File: src/rtl/mouse_pkg.sv
// Shared types and constants for the PS/2 mouse paddle tracker.
package mouse_pkg;

  typedef enum logic [1:0] {
    FR_IDLE,
    FR_DATA,
    FR_PARITY,
    FR_STOP
  } frame_state_t;

  typedef enum logic [2:0] {
    IN_BOOT,
    IN_INHIBIT,
    IN_REQ,
    IN_SEND,
    IN_ACK,
    IN_RESP,
    IN_DONE
  } init_state_t;

  localparam logic [7:0] PS2_ENABLE_CMD = 8'hF4;
  localparam logic [7:0] PS2_ACK        = 8'hFA;

  localparam int YSIGN = 5;
  localparam int YOVF  = 7;
  localparam int SYNC  = 3;

endpackage

File: src/rtl/ps2_frame_rx.sv
// PS/2 device-to-host frame receiver: pin synchronizers, 11-bit frame FSM,
// odd-parity/stop checks and an inactivity timeout.
module ps2_frame_rx
  import mouse_pkg::*;
#(
  parameter int TIMEOUT_CYCLES = 100000
) (
  input  logic       clk,
  input  logic       reset,
  input  logic       ps2clk_in,
  input  logic       ps2data_in,
  input  logic       rx_en,
  input  logic       hold,
  output logic       fall,
  output logic       data_s,
  output logic [7:0] rx_byte,
  output logic       rx_valid,
  output logic       rx_err,
  output logic       timeout
);

  localparam int TW = $clog2(TIMEOUT_CYCLES + 1);

  logic            clk_meta, clk_s, clk_prev, data_meta;
  frame_state_t    state, state_n;
  logic [2:0]      bit_cnt;
  logic [7:0]      shreg;
  logic            par_bit;
  logic [TW-1:0]   tcnt;
  logic            armed;

  // Synchronizers reset to the idle-high bus level so release never fakes an edge.
  always_ff @(posedge clk or negedge reset) begin
    if (!reset) begin
      clk_meta  <= 1'b1;
      clk_s     <= 1'b1;
      clk_prev  <= 1'b1;
      data_meta <= 1'b1;
      data_s    <= 1'b1;
    end else begin
      clk_meta  <= ps2clk_in;
      clk_s     <= clk_meta;
      clk_prev  <= clk_s;
      data_meta <= ps2data_in;
      data_s    <= data_meta;
    end
  end

  assign fall    = clk_prev & ~clk_s;
  assign armed   = (state != FR_IDLE) || hold;
  assign timeout = armed && !fall && (tcnt == TW'(TIMEOUT_CYCLES - 1));
  assign rx_byte = shreg;

  // NOTE: every always_comb output gets a default first so no latch is inferred.
  always_comb begin
    state_n  = state;
    rx_valid = 1'b0;
    rx_err   = 1'b0;
    if (timeout || !rx_en) begin
      state_n = FR_IDLE;
    end else if (fall) begin
      case (state)
        FR_IDLE:   if (!data_s) state_n = FR_DATA;
        FR_DATA:   if (bit_cnt == 3'd7) state_n = FR_PARITY;
        FR_PARITY: state_n = FR_STOP;
        FR_STOP: begin
          state_n = FR_IDLE;
          // Device sends odd parity: the 9 bits must XOR to 1.
          if (data_s && (^{par_bit, shreg})) rx_valid = 1'b1;
          else                               rx_err   = 1'b1;
        end
        default:   state_n = FR_IDLE;
      endcase
    end
  end

  // NOTE: sequential state uses non-blocking assignments only.
  always_ff @(posedge clk or negedge reset) begin
    if (!reset) begin
      state   <= FR_IDLE;
      bit_cnt <= 3'd0;
      shreg   <= 8'd0;
      par_bit <= 1'b0;
      tcnt    <= '0;
    end else begin
      state <= state_n;
      if (state == FR_IDLE) bit_cnt <= 3'd0;
      if (fall && state == FR_DATA) begin
        shreg   <= {data_s, shreg[7:1]};
        bit_cnt <= bit_cnt + 3'd1;
      end
      if (fall && state == FR_PARITY) par_bit <= data_s;
      if (!armed || fall || timeout) tcnt <= '0;
      else                           tcnt <= tcnt + TW'(1);
    end
  end

endmodule

File: src/rtl/mouse_tracker.sv
// PS/2 mouse to paddle Y position tracker. Optional MOUSE_INIT_EN macro adds
// the host-to-device "enable reporting" (F4) handshake after reset.
module mouse_tracker
  import mouse_pkg::*;
#(
  parameter logic [9:0] PADDLE_MAX     = 10'd440,
  parameter logic [9:0] INIT_POS       = 10'd220,
  parameter int         TIMEOUT_CYCLES = 100000,
  parameter int         INHIBIT_CYCLES = 4000
) (
  input  logic       clk,
  input  logic       reset,
  input  logic       ps2clk_in,
  input  logic       ps2data_in,
  output logic       ps2clk_oe,
  output logic       ps2data_oe,
  output logic [9:0] mousepos,
  output logic       pkt_valid,
  output logic       frame_err
);

  logic              fall, data_s, rx_valid, rx_err, timeout;
  logic [7:0]        rx_byte;
  logic              rx_en, rx_pkt, init_busy, hold;
  logic [1:0]        byte_idx;
  logic              b0_ysign, b0_yovf;
  logic signed [10:0] dy, pos_sum;
  logic [9:0]        next_pos;

  assign hold = init_busy || (byte_idx != 2'd0);

  ps2_frame_rx #(.TIMEOUT_CYCLES(TIMEOUT_CYCLES)) u_rx (
    .clk       (clk),
    .reset     (reset),
    .ps2clk_in (ps2clk_in),
    .ps2data_in(ps2data_in),
    .rx_en     (rx_en),
    .hold      (hold),
    .fall      (fall),
    .data_s    (data_s),
    .rx_byte   (rx_byte),
    .rx_valid  (rx_valid),
    .rx_err    (rx_err),
    .timeout   (timeout)
  );

`ifdef MOUSE_INIT_EN
  localparam int         IW       = $clog2(INHIBIT_CYCLES + 1);
  localparam logic [8:0] TX_FRAME = {~^PS2_ENABLE_CMD, PS2_ENABLE_CMD};

  init_state_t ist, ist_n;
  logic [IW-1:0] icnt;
  logic [3:0]    tx_idx;

  // Clock is held low INHIBIT_CYCLES in total: INHIBIT plus the one-cycle REQ.
  always_comb begin
    ist_n      = ist;
    ps2clk_oe  = 1'b0;
    ps2data_oe = 1'b0;
    rx_en      = 1'b0;
    rx_pkt     = 1'b0;
    init_busy  = 1'b0;
    case (ist)
      IN_BOOT:    ist_n = IN_INHIBIT;
      IN_INHIBIT: begin
        ps2clk_oe = 1'b1;
        if (icnt == IW'(INHIBIT_CYCLES - 2)) ist_n = IN_REQ;
      end
      IN_REQ: begin
        ps2clk_oe  = 1'b1;
        ps2data_oe = 1'b1;
        ist_n      = IN_SEND;
      end
      IN_SEND: begin
        init_busy  = 1'b1;
        ps2data_oe = (tx_idx == 4'd0) ? 1'b1 : ~TX_FRAME[tx_idx - 4'd1];
        if (fall && tx_idx == 4'd9) ist_n = IN_ACK;
      end
      IN_ACK: begin
        init_busy = 1'b1;
        if (fall) ist_n = data_s ? IN_INHIBIT : IN_RESP;
      end
      IN_RESP: begin
        init_busy = 1'b1;
        rx_en     = 1'b1;
        if (rx_valid || rx_err) ist_n = IN_DONE;
      end
      default: begin
        rx_en  = 1'b1;
        rx_pkt = 1'b1;
      end
    endcase
    if (timeout && init_busy) ist_n = IN_INHIBIT;
  end

  always_ff @(posedge clk or negedge reset) begin
    if (!reset) begin
      ist    <= IN_BOOT;
      icnt   <= '0;
      tx_idx <= 4'd0;
    end else begin
      ist    <= ist_n;
      icnt   <= (ist == IN_INHIBIT && ist_n == IN_INHIBIT) ? icnt + IW'(1) : '0;
      if (ist != IN_SEND) tx_idx <= 4'd0;
      else if (fall)      tx_idx <= tx_idx + 4'd1;
    end
  end
`else
  logic unused_cfg;

  assign ps2clk_oe  = 1'b0;
  assign ps2data_oe = 1'b0;
  assign rx_en      = 1'b1;
  assign rx_pkt     = 1'b1;
  assign init_busy  = 1'b0;
  assign unused_cfg = ^{data_s, (INHIBIT_CYCLES == 0)};
`endif

  // Y delta sign lives in byte 0; subtract so mouse-up moves the paddle up.
  always_comb begin
    dy       = {{2{b0_ysign}}, b0_ysign, rx_byte};
    pos_sum  = $signed({1'b0, mousepos}) - dy;
    next_pos = pos_sum[9:0];
    if (pos_sum < 0)                               next_pos = 10'd0;
    else if (pos_sum > $signed({1'b0, PADDLE_MAX})) next_pos = PADDLE_MAX;
  end

  always_ff @(posedge clk or negedge reset) begin
    if (!reset) begin
      mousepos  <= INIT_POS;
      pkt_valid <= 1'b0;
      frame_err <= 1'b0;
      byte_idx  <= 2'd0;
      b0_ysign  <= 1'b0;
      b0_yovf   <= 1'b0;
    end else begin
      pkt_valid <= 1'b0;
      frame_err <= 1'b0;
      if (timeout || rx_err) begin
        byte_idx  <= 2'd0;
        frame_err <= 1'b1;
      end else if (rx_valid && rx_pkt) begin
        case (byte_idx)
          2'd0: begin
            if (rx_byte[SYNC]) begin
              b0_ysign <= rx_byte[YSIGN];
              b0_yovf  <= rx_byte[YOVF];
              byte_idx <= 2'd1;
            end else begin
              frame_err <= 1'b1;
            end
          end
          2'd1: byte_idx <= 2'd2;
          default: begin
            byte_idx  <= 2'd0;
            pkt_valid <= 1'b1;
            if (!b0_yovf) mousepos <= next_pos;
          end
        endcase
      end
    end
  end

endmodule

File: config.mk
export PLATFORM = sky130hd
export DESIGN_NAME = mouse_tracker
export DESIGN_NICKNAME = d
export VERILOG_FILES = /design/src/rtl/mouse_pkg.sv /design/src/rtl/ps2_frame_rx.sv /design/src/rtl/mouse_tracker.sv
export SDC_FILE = /design/constraint.sdc
export NUM_CORES = 1
export LEC_CHECK = 0
export CAP_MARGIN = 10
export CORE_UTILIZATION = 54
export CTS_CLUSTER_SIZE = 20
export DETAILED_ROUTE_END_ITERATION = 6
export GPL_TIMING_DRIVEN = 0
export HOLD_SLACK_MARGIN = 0.1
export PLACE_DENSITY = 0.76
export RECOVER_POWER = 25
export REMOVE_ABC_BUFFERS = 1
export SLEW_MARGIN = 20
export SYNTH_ARGS = -nofsm -noshare
export SYNTH_HDL_FRONTEND = slang
export SYNTH_HIERARCHICAL = 1
export SYNTH_SLANG_ARGS = --single-unit
File: constraint.sdc
create_clock -name clk -period 2.8 [get_ports clk]
set_clock_uncertainty 0.1 [all_clocks]
set_input_delay 0.56 -clock clk [delete_from_list [all_inputs] [get_ports clk]]
set_output_delay 0.56 -clock clk [all_outputs]
set_load 0.05 [all_outputs]
==> impl_metrics.env <==
export IMPL_synth_area_leader_cell="dfrtp_1"
export IMPL_setup_ws_ns=0.08592
export IMPL_cts_root_buf="clkbuf_8"
export IMPL_drt_pass1_iterations=4
export IMPL_slew_headroom_pct=17.40
export IMPL_clk_pin_slew_ns=0.09
export IMPL_layout_common_cells="dfrtp_1, nor2_1, inv_1, nand2_1, buf_4"
export IMPL_drt_iter0_drc=142
export IMPL_yosysTopAreaCellShare_pct=33.36
export IMPL_antenna_found_initial=0
export IMPL_async_reset_ff_share_pct=100.0
export IMPL_synthMuxAreaShare_pct=4.805
export IMPL_ys_seq_area_share_pct=41.70
export IMPL_ys_flop_type="dfrtp_1"
export IMPL_grt_max_degree=53
export IMPL_grt_pass1_wl_um=9798
export IMPL_synth_xor_area_share_pct=6.990
export IMPL_crit_type="flip-flop to flip-flop"
export IMPL_drc=0
export IMPL_cts_buffers=5
export IMPL_power_density_mw_per_mm2=464.6
export IMPL_synth_edf_count=0
export IMPL_io_buffer_count=15
export IMPL_final_common_cell="dfrtp_1"
export IMPL_ys_types=61
export IMPL_hold_class="flip-flop to flip-flop"
export IMPL_critPathMaxStageDelay_ns=0.41
export IMPL_routedWlPerCell_um=14.23
export IMPL_cap_violations=0
export IMPL_grt_use_total_pct=20.39
export IMPL_tns_ns=0
export IMPL_fillers=441
export IMPL_crit_chain="inv_1 -> ha_1 -> fa_1 -> nand2b_4 -> a211oi_4 -> mux2i_2 -> a211oi_2 -> buf_4 -> o21a_4 -> o31ai_4"
export IMPL_area_delta_synth_final_pct=15.09
export IMPL_wirelength_um=6018
export IMPL_post_place_ws_ns=-0.4473
export IMPL_rows=27
export IMPL_htree_levels=2
export IMPL_final_nets=373
export IMPL_grt_pass1_vias=2184
export IMPL_regArea_mm2=0.001315
export IMPL_syn_area_per_cell_um2=9.970
export IMPL_cts_tree="built"
export IMPL_cp_end_kind="flip-flop"
export IMPL_postSynthCellCount=316
export IMPL_layout_min_cycle_time_ns=2.714
export IMPL_dp_hpwl_um=4083
export IMPL_ios=18
export IMPL_diodes=0
export IMPL_clock_latency_ns=0.30
export IMPL_cts_sinks=52
export IMPL_ir_worst_vdd_uv=276.3
export IMPL_gp_congestion=0.8244
export IMPL_arrival_ns=2.84
export IMPL_setup_violations=0
export IMPL_hold_buffers=0
export IMPL_start_util_pct=56.52
export IMPL_critPathMaxFanout=5
export IMPL_dieHeight_um=78.38
export IMPL_core_area_mm2=0.005574
export IMPL_grt_overflow=0
export IMPL_rsz0062_at_grt="true"
export IMPL_power_leakage_nw=1.589
export IMPL_worst_pin_slew_ns=1.239
export IMPL_synth_top_family_by_area="simple AND/OR/NAND/NOR gates"
export IMPL_clockBufferDepth=2
export IMPL_fp_dieW_um=78.38
export IMPL_fmax_mhz=368.4
export IMPL_postRouteAntennaNets=0
export IMPL_multiInputGateArea_mm2=0.001760
export IMPL_yosys_warnings=6
export IMPL_crit_slowest_cell="fa_1"
export IMPL_ys_ff_latch=52
export IMPL_die_area_mm2=0.006143
export IMPL_num_vias=2361
export IMPL_period_share_pct=96.93
export IMPL_synthesis_area_mm2=0.003151
export IMPL_cp_required_ns=2.93
export IMPL_slew_viol_final=0
export IMPL_p_total_mw=1.685
export IMPL_drive_gt1_share_pct=20.23
export IMPL_status="finished, final reports clean"
export IMPL_yosys_area_share_simple_pct=20.49
export IMPL_drt_vias_per_instance=5.582
export IMPL_start_kind="flip-flop"
export IMPL_synth_compound_area_share_pct=13.19
export IMPL_synth_fa_ha_area_share_pct=7.784
export IMPL_synthTopCellsByArea="dfrtp_1, dfstp_2, ha_1"
export IMPL_hold_violations=0
kinds of logic after synthesis:
| logic type | count (synthesis) |
|---|---|
| other | 2 |
| xor gates and xnor gates | 22 |
| buffers and inverters | 32 |
| and+or+nand+nor | 121 |
| adders and majority gates | 19 |
| AOI/OAI and AO/OA | 54 |
| DFF | 52 |
| muxes | 14 |
timing repair:
| action | 4_1_cts | 5_1_grt |
|---|---|---|
| endpoints found under the setup margin | 9 | 9 |
| gates cloned | 0 | 0 |
| pin swaps | 1 | 13 |
| buffers inserted | 4 | 15 |
| gates resized for setup | 1 | 17 |
critical path: cells and delay by family (launching register included):
kind | cells | cell delay [ns]
simple gates | 1 | 0.18
fa+ha+maj | 2 | 0.64
buf+inv | 2 | 0.24
compound gates | 4 | 0.78
mux | 1 | 0.31
flops | 1 | 0.38
through the flow:
step | util, % | instance area, µm² | instances | hold slack (ns)
2_1_floorplan | - | 3093 | 309 | 0.1644
3_3_place_gp | 59.80 | 3333 | 396 | 0.2464
3_5_place_dp | 59.75 | 3331 | 396 | 0.2481
4_1_cts | 61.98 | 3455 | 408 | 0.1917
5_1_grt | 65.05 | 3626 | 423 | 0.2710
6_report | 65.05 | 3626 | 423 | 0.2605
flip-flops by register name (all words and copies together), names as in the netlist, 2 cells and up:
| signal | cells |
|---|---|
| mousepos | 10 |
| u_rx/bit_cnt | 3 |
| u_rx/tcnt | 17 |
| u_rx/state | 2 |
| byte_idx | 2 |
| u_rx/rx_byte | 8 |
report_power, final:
| part | internal [mW] | switching (mW) |
|---|---|---|
| combinational | 0.220 | 0.238 |
| clock | 0.202 | 0.228 |
| sequential | 0.774 | 0.0233 |
| total | 1.20 | 0.489 |
path summary, 6_finish.rpt:
kind                       cells past startpoint         endpoint     startpoint  slack, ns
min reg2reg                                    0       u_rx/clk_s  u_rx/clk_meta       0.26
max reg2reg                                   10      mousepos[2]    mousepos[0]       0.09
min in group asynchronous                      1      mousepos[0]          reset       0.41
min                                            0       u_rx/clk_s  u_rx/clk_meta       0.26
max                                           10      mousepos[2]    mousepos[0]       0.09
max in group asynchronous                      1  u_rx/rx_byte[1]          reset       1.37
final cells by class:
class	count	share of cell area (%)
Tap cell	72	2.484
Multi-Input combinational cell	235	48.55
Sequential cell	52	36.27
Clock buffer	8	2.484
Inverter	22	2.277
Timing Repair Buffer	34	7.937
routing by layer:
layer  GRT usage, %  vias up  part of all wire (%)
met2          34.47       47                    51
met1          27.03     1133                    45
met3          3.488        6                   3.3
met4          5.556        0                  0.76
li1               -     1175                     -
met5              0        -                     0
Yosys cell counts (3+ instances only):
master and n:
a211oi_1 5, a21o_1 3, a21oi_1 7, and3_1 3
buf_6 3, clkbuf_1 4, dfrtp_1 42, dfstp_2 10
ha_1 18, inv_1 22, mux2_2 9, mux2i_1 5
nand2_1 21, nand2b_1 4, nand3_1 12, nand3b_1 4
nand4_1 5, nor2_1 32, nor2b_1 8, nor3_1 8
nor4_1 6, o21ai_0 10, o21ai_1 5, or4_1 3
xnor2_1 13, xor2_1 7
Power figures use the tool's default switching activity.
==> RTL edit (same settings) <==
The option `MOUSE_INIT_EN` is turned on by a define.
--- a/src/rtl/mouse_tracker.sv
+++ b/src/rtl/mouse_tracker.sv
@@ -2,2 +2,4 @@
 // the host-to-device "enable reporting" (F4) handshake after reset.
+`define MOUSE_INIT_EN
+
 module mouse_tracker
Formal check against the unedited RTL: not equivalent (a bounded check fails within 4 cycles, from zero or initial values and one cycle with reset low).
==> RTL edit against the unedited design <==
Sequential share of layout area is 2.2 points higher. Cell count is 28% higher. Maximum frequency is 0.94% lower. Combinational power is 94% lower. Cell area is 28% higher. Critical path depth is 1 lower. Sequential cell count is 19 higher. Power is 17% higher. Synthesized area is 28% higher. Routed wire length is 22% higher. Setup slack worse by 0.026 ns. Die area is 28% higher. Highest routed layer unchanged.
==> RTL edit: results (changes against the unedited design) <==
[outcome]
status = finished, final reports clean

[global_route]
track_usage_pct = 20.24  ; -0.16 points
use_met2_pct = 33.57  ; -0.91 points
grt_max_degree = 59  ; +11%
grt_use_met1_pct = 26.00  ; -1.0 points
antenna_found_initial = 0  ; unchanged
use_met3_pct = 6.063  ; +2.6 points
grt_pass1_vias = 2730  ; +25%
grt_pass1_wl_mm = 12.22  ; +25%

[critical_path]
r2r-end = mousepos[6]
rrSetupSlack_ns = 0.06  ; -0.03 ns
critPathRequiredTime_ns = 2.93  ; about the same
r2r_cells = 9  ; -1
cpLargestDelayFamily = compound AO/OA/AOI/OAI gates

[routing]
drt-initial-drc-count = 119  ; -16%
wl_mm = 7.319  ; +22%
wl_per_cell_um = 13.50  ; -5.1%
dr.pass1.iters = 5  ; +1
vias = 2953  ; +25%

[clock_tree]
htree_levels = 3  ; +1
root_buffer = clkbuf_8
clkLatencyLatePin_ns = 0.33  ; +0.03 ns
cts_made_buffers = 9  ; +4
clock_path_buffers = 2  ; unchanged
clkTransAtPathRegs_ns = 0.07  ; -0.02 ns

[yosys]
yosysSeqAreaShare_pct = 44.26  ; +2.6 points
synthTopCellsByCount = dfrtp_1, nor2_1, nand2_1
ys_types = 58  ; -4.9%
synth_cells = 408  ; +29%
synth_edf_count = 0  ; unchanged
ys_top_cells_by_area = dfrtp_1, ha_1, dfstp_2

[placed_design]
port_buffers = 17  ; +2
post_dp_cell_area_mm2 = 0.004283  ; +29%
globalplace.congestion = 0.8432  ; +2.3%
dp_hpwl_mm = 4.935  ; +21%
dp_slack_ns = -0.4583  ; -0.01101 ns
placed_cells = 512  ; +29%

[power]
p_int_mw = 1.588  ; +33%
p_leak_nw = 2.000  ; +26%

[sta]
slew_headroom_pct = 49.01  ; +32 points
fin_hold_ws_ns = 0.2624  ; +0.001978 ns

[worst_hold_path]
hold_end = u_rx/clk_s

[cells_and_area]
nNetsFinal = 467  ; +25%
drive_gt1_share_pct = 15.58  ; -4.7 points

==> RTL edit: cell types whose count changed after synthesis, sizes merged, moves of 8 or more <==
cell / unedited run / this run
dfrtp: 42 / 61
a21oi: 7 / 19
nand3: 12 / 20
nor2: 32 / 53
xnor2: 13 / 23
xor2: 7 / 18
==> RTL edit: power groups by stage <==
stage                     clock, mW  sequential (mW)  combinational, mW
after floorplan                   0             1.05            0.00502
after global placement            0             1.05             0.0305
after detailed placement          0             1.05             0.0356
after CTS                     0.934             1.03             0.0369
after global routing          0.983             1.03             0.0353
final                         0.903             1.03             0.0296
==> RTL edit: worst max-delay path by stage <==
stage	start	to	slack, ns
global placement	reset	u_rx/tcnt[9]	-1.27
floorplan	tx_idx[0]	ps2data_oe	-0.04
finish	mousepos[0]	mousepos[6]	0.06
global route	mousepos[0]	mousepos[3]	-0.1
detailed placement	u_rx/clk_prev	mousepos[2]	-0.46
CTS	u_rx/rx_byte[4]	mousepos[2]	-0.04
==> RTL edit: cells by family (layout without fill, tap and decap cells) <==
kind of cell | after synthesis | count (layout) | share of synthesized area [%]
adder cells (fa/ha/maj) | 25 | 25 | 7.923
AND/OR/NAND/NOR | 161 | 161 | 20.67
flip-flops | 71 | 71 | 44.26
multiplexers | 14 | 14 | 3.745
buffers and inverters | 36 | 71 | 4.085
XOR/XNOR | 43 | 43 | 9.997
AO/OA/AOI/OAI | 58 | 58 | 9.316
==> RTL edit: cell type report <==
| cell class | count | area [µm²] |
|---|---|---|
| Clock buffer | 13 | 158.9 |
| Clock inverter | 3 | 65.06 |
| Fill cell | 596 | 2601 |
| Inverter | 23 | 86.33 |
| Multi-Input combinational cell | 301 | 2151 |
| Sequential cell | 71 | 1790 |
| Tap cell | 99 | 123.9 |
| Timing Repair Buffer | 32 | 276.5 |
==> RTL edit: timing repair <==
item / in CTS / in global routing
hold endpoints to repair: 8 / 0
pin swaps: 7 / 8
endpoints found under the setup margin: 11 / 10
buffers inserted: 11 / 2
hold buffers: 1 / 0
gates resized for setup: 11 / 9
==> RTL edit: layer usage <==
metal,vias up,wire length (µm)
li1,1478,-
met1,1405,3330
met2,55,3631
met3,15,253
met4,0,104
met5,-,0
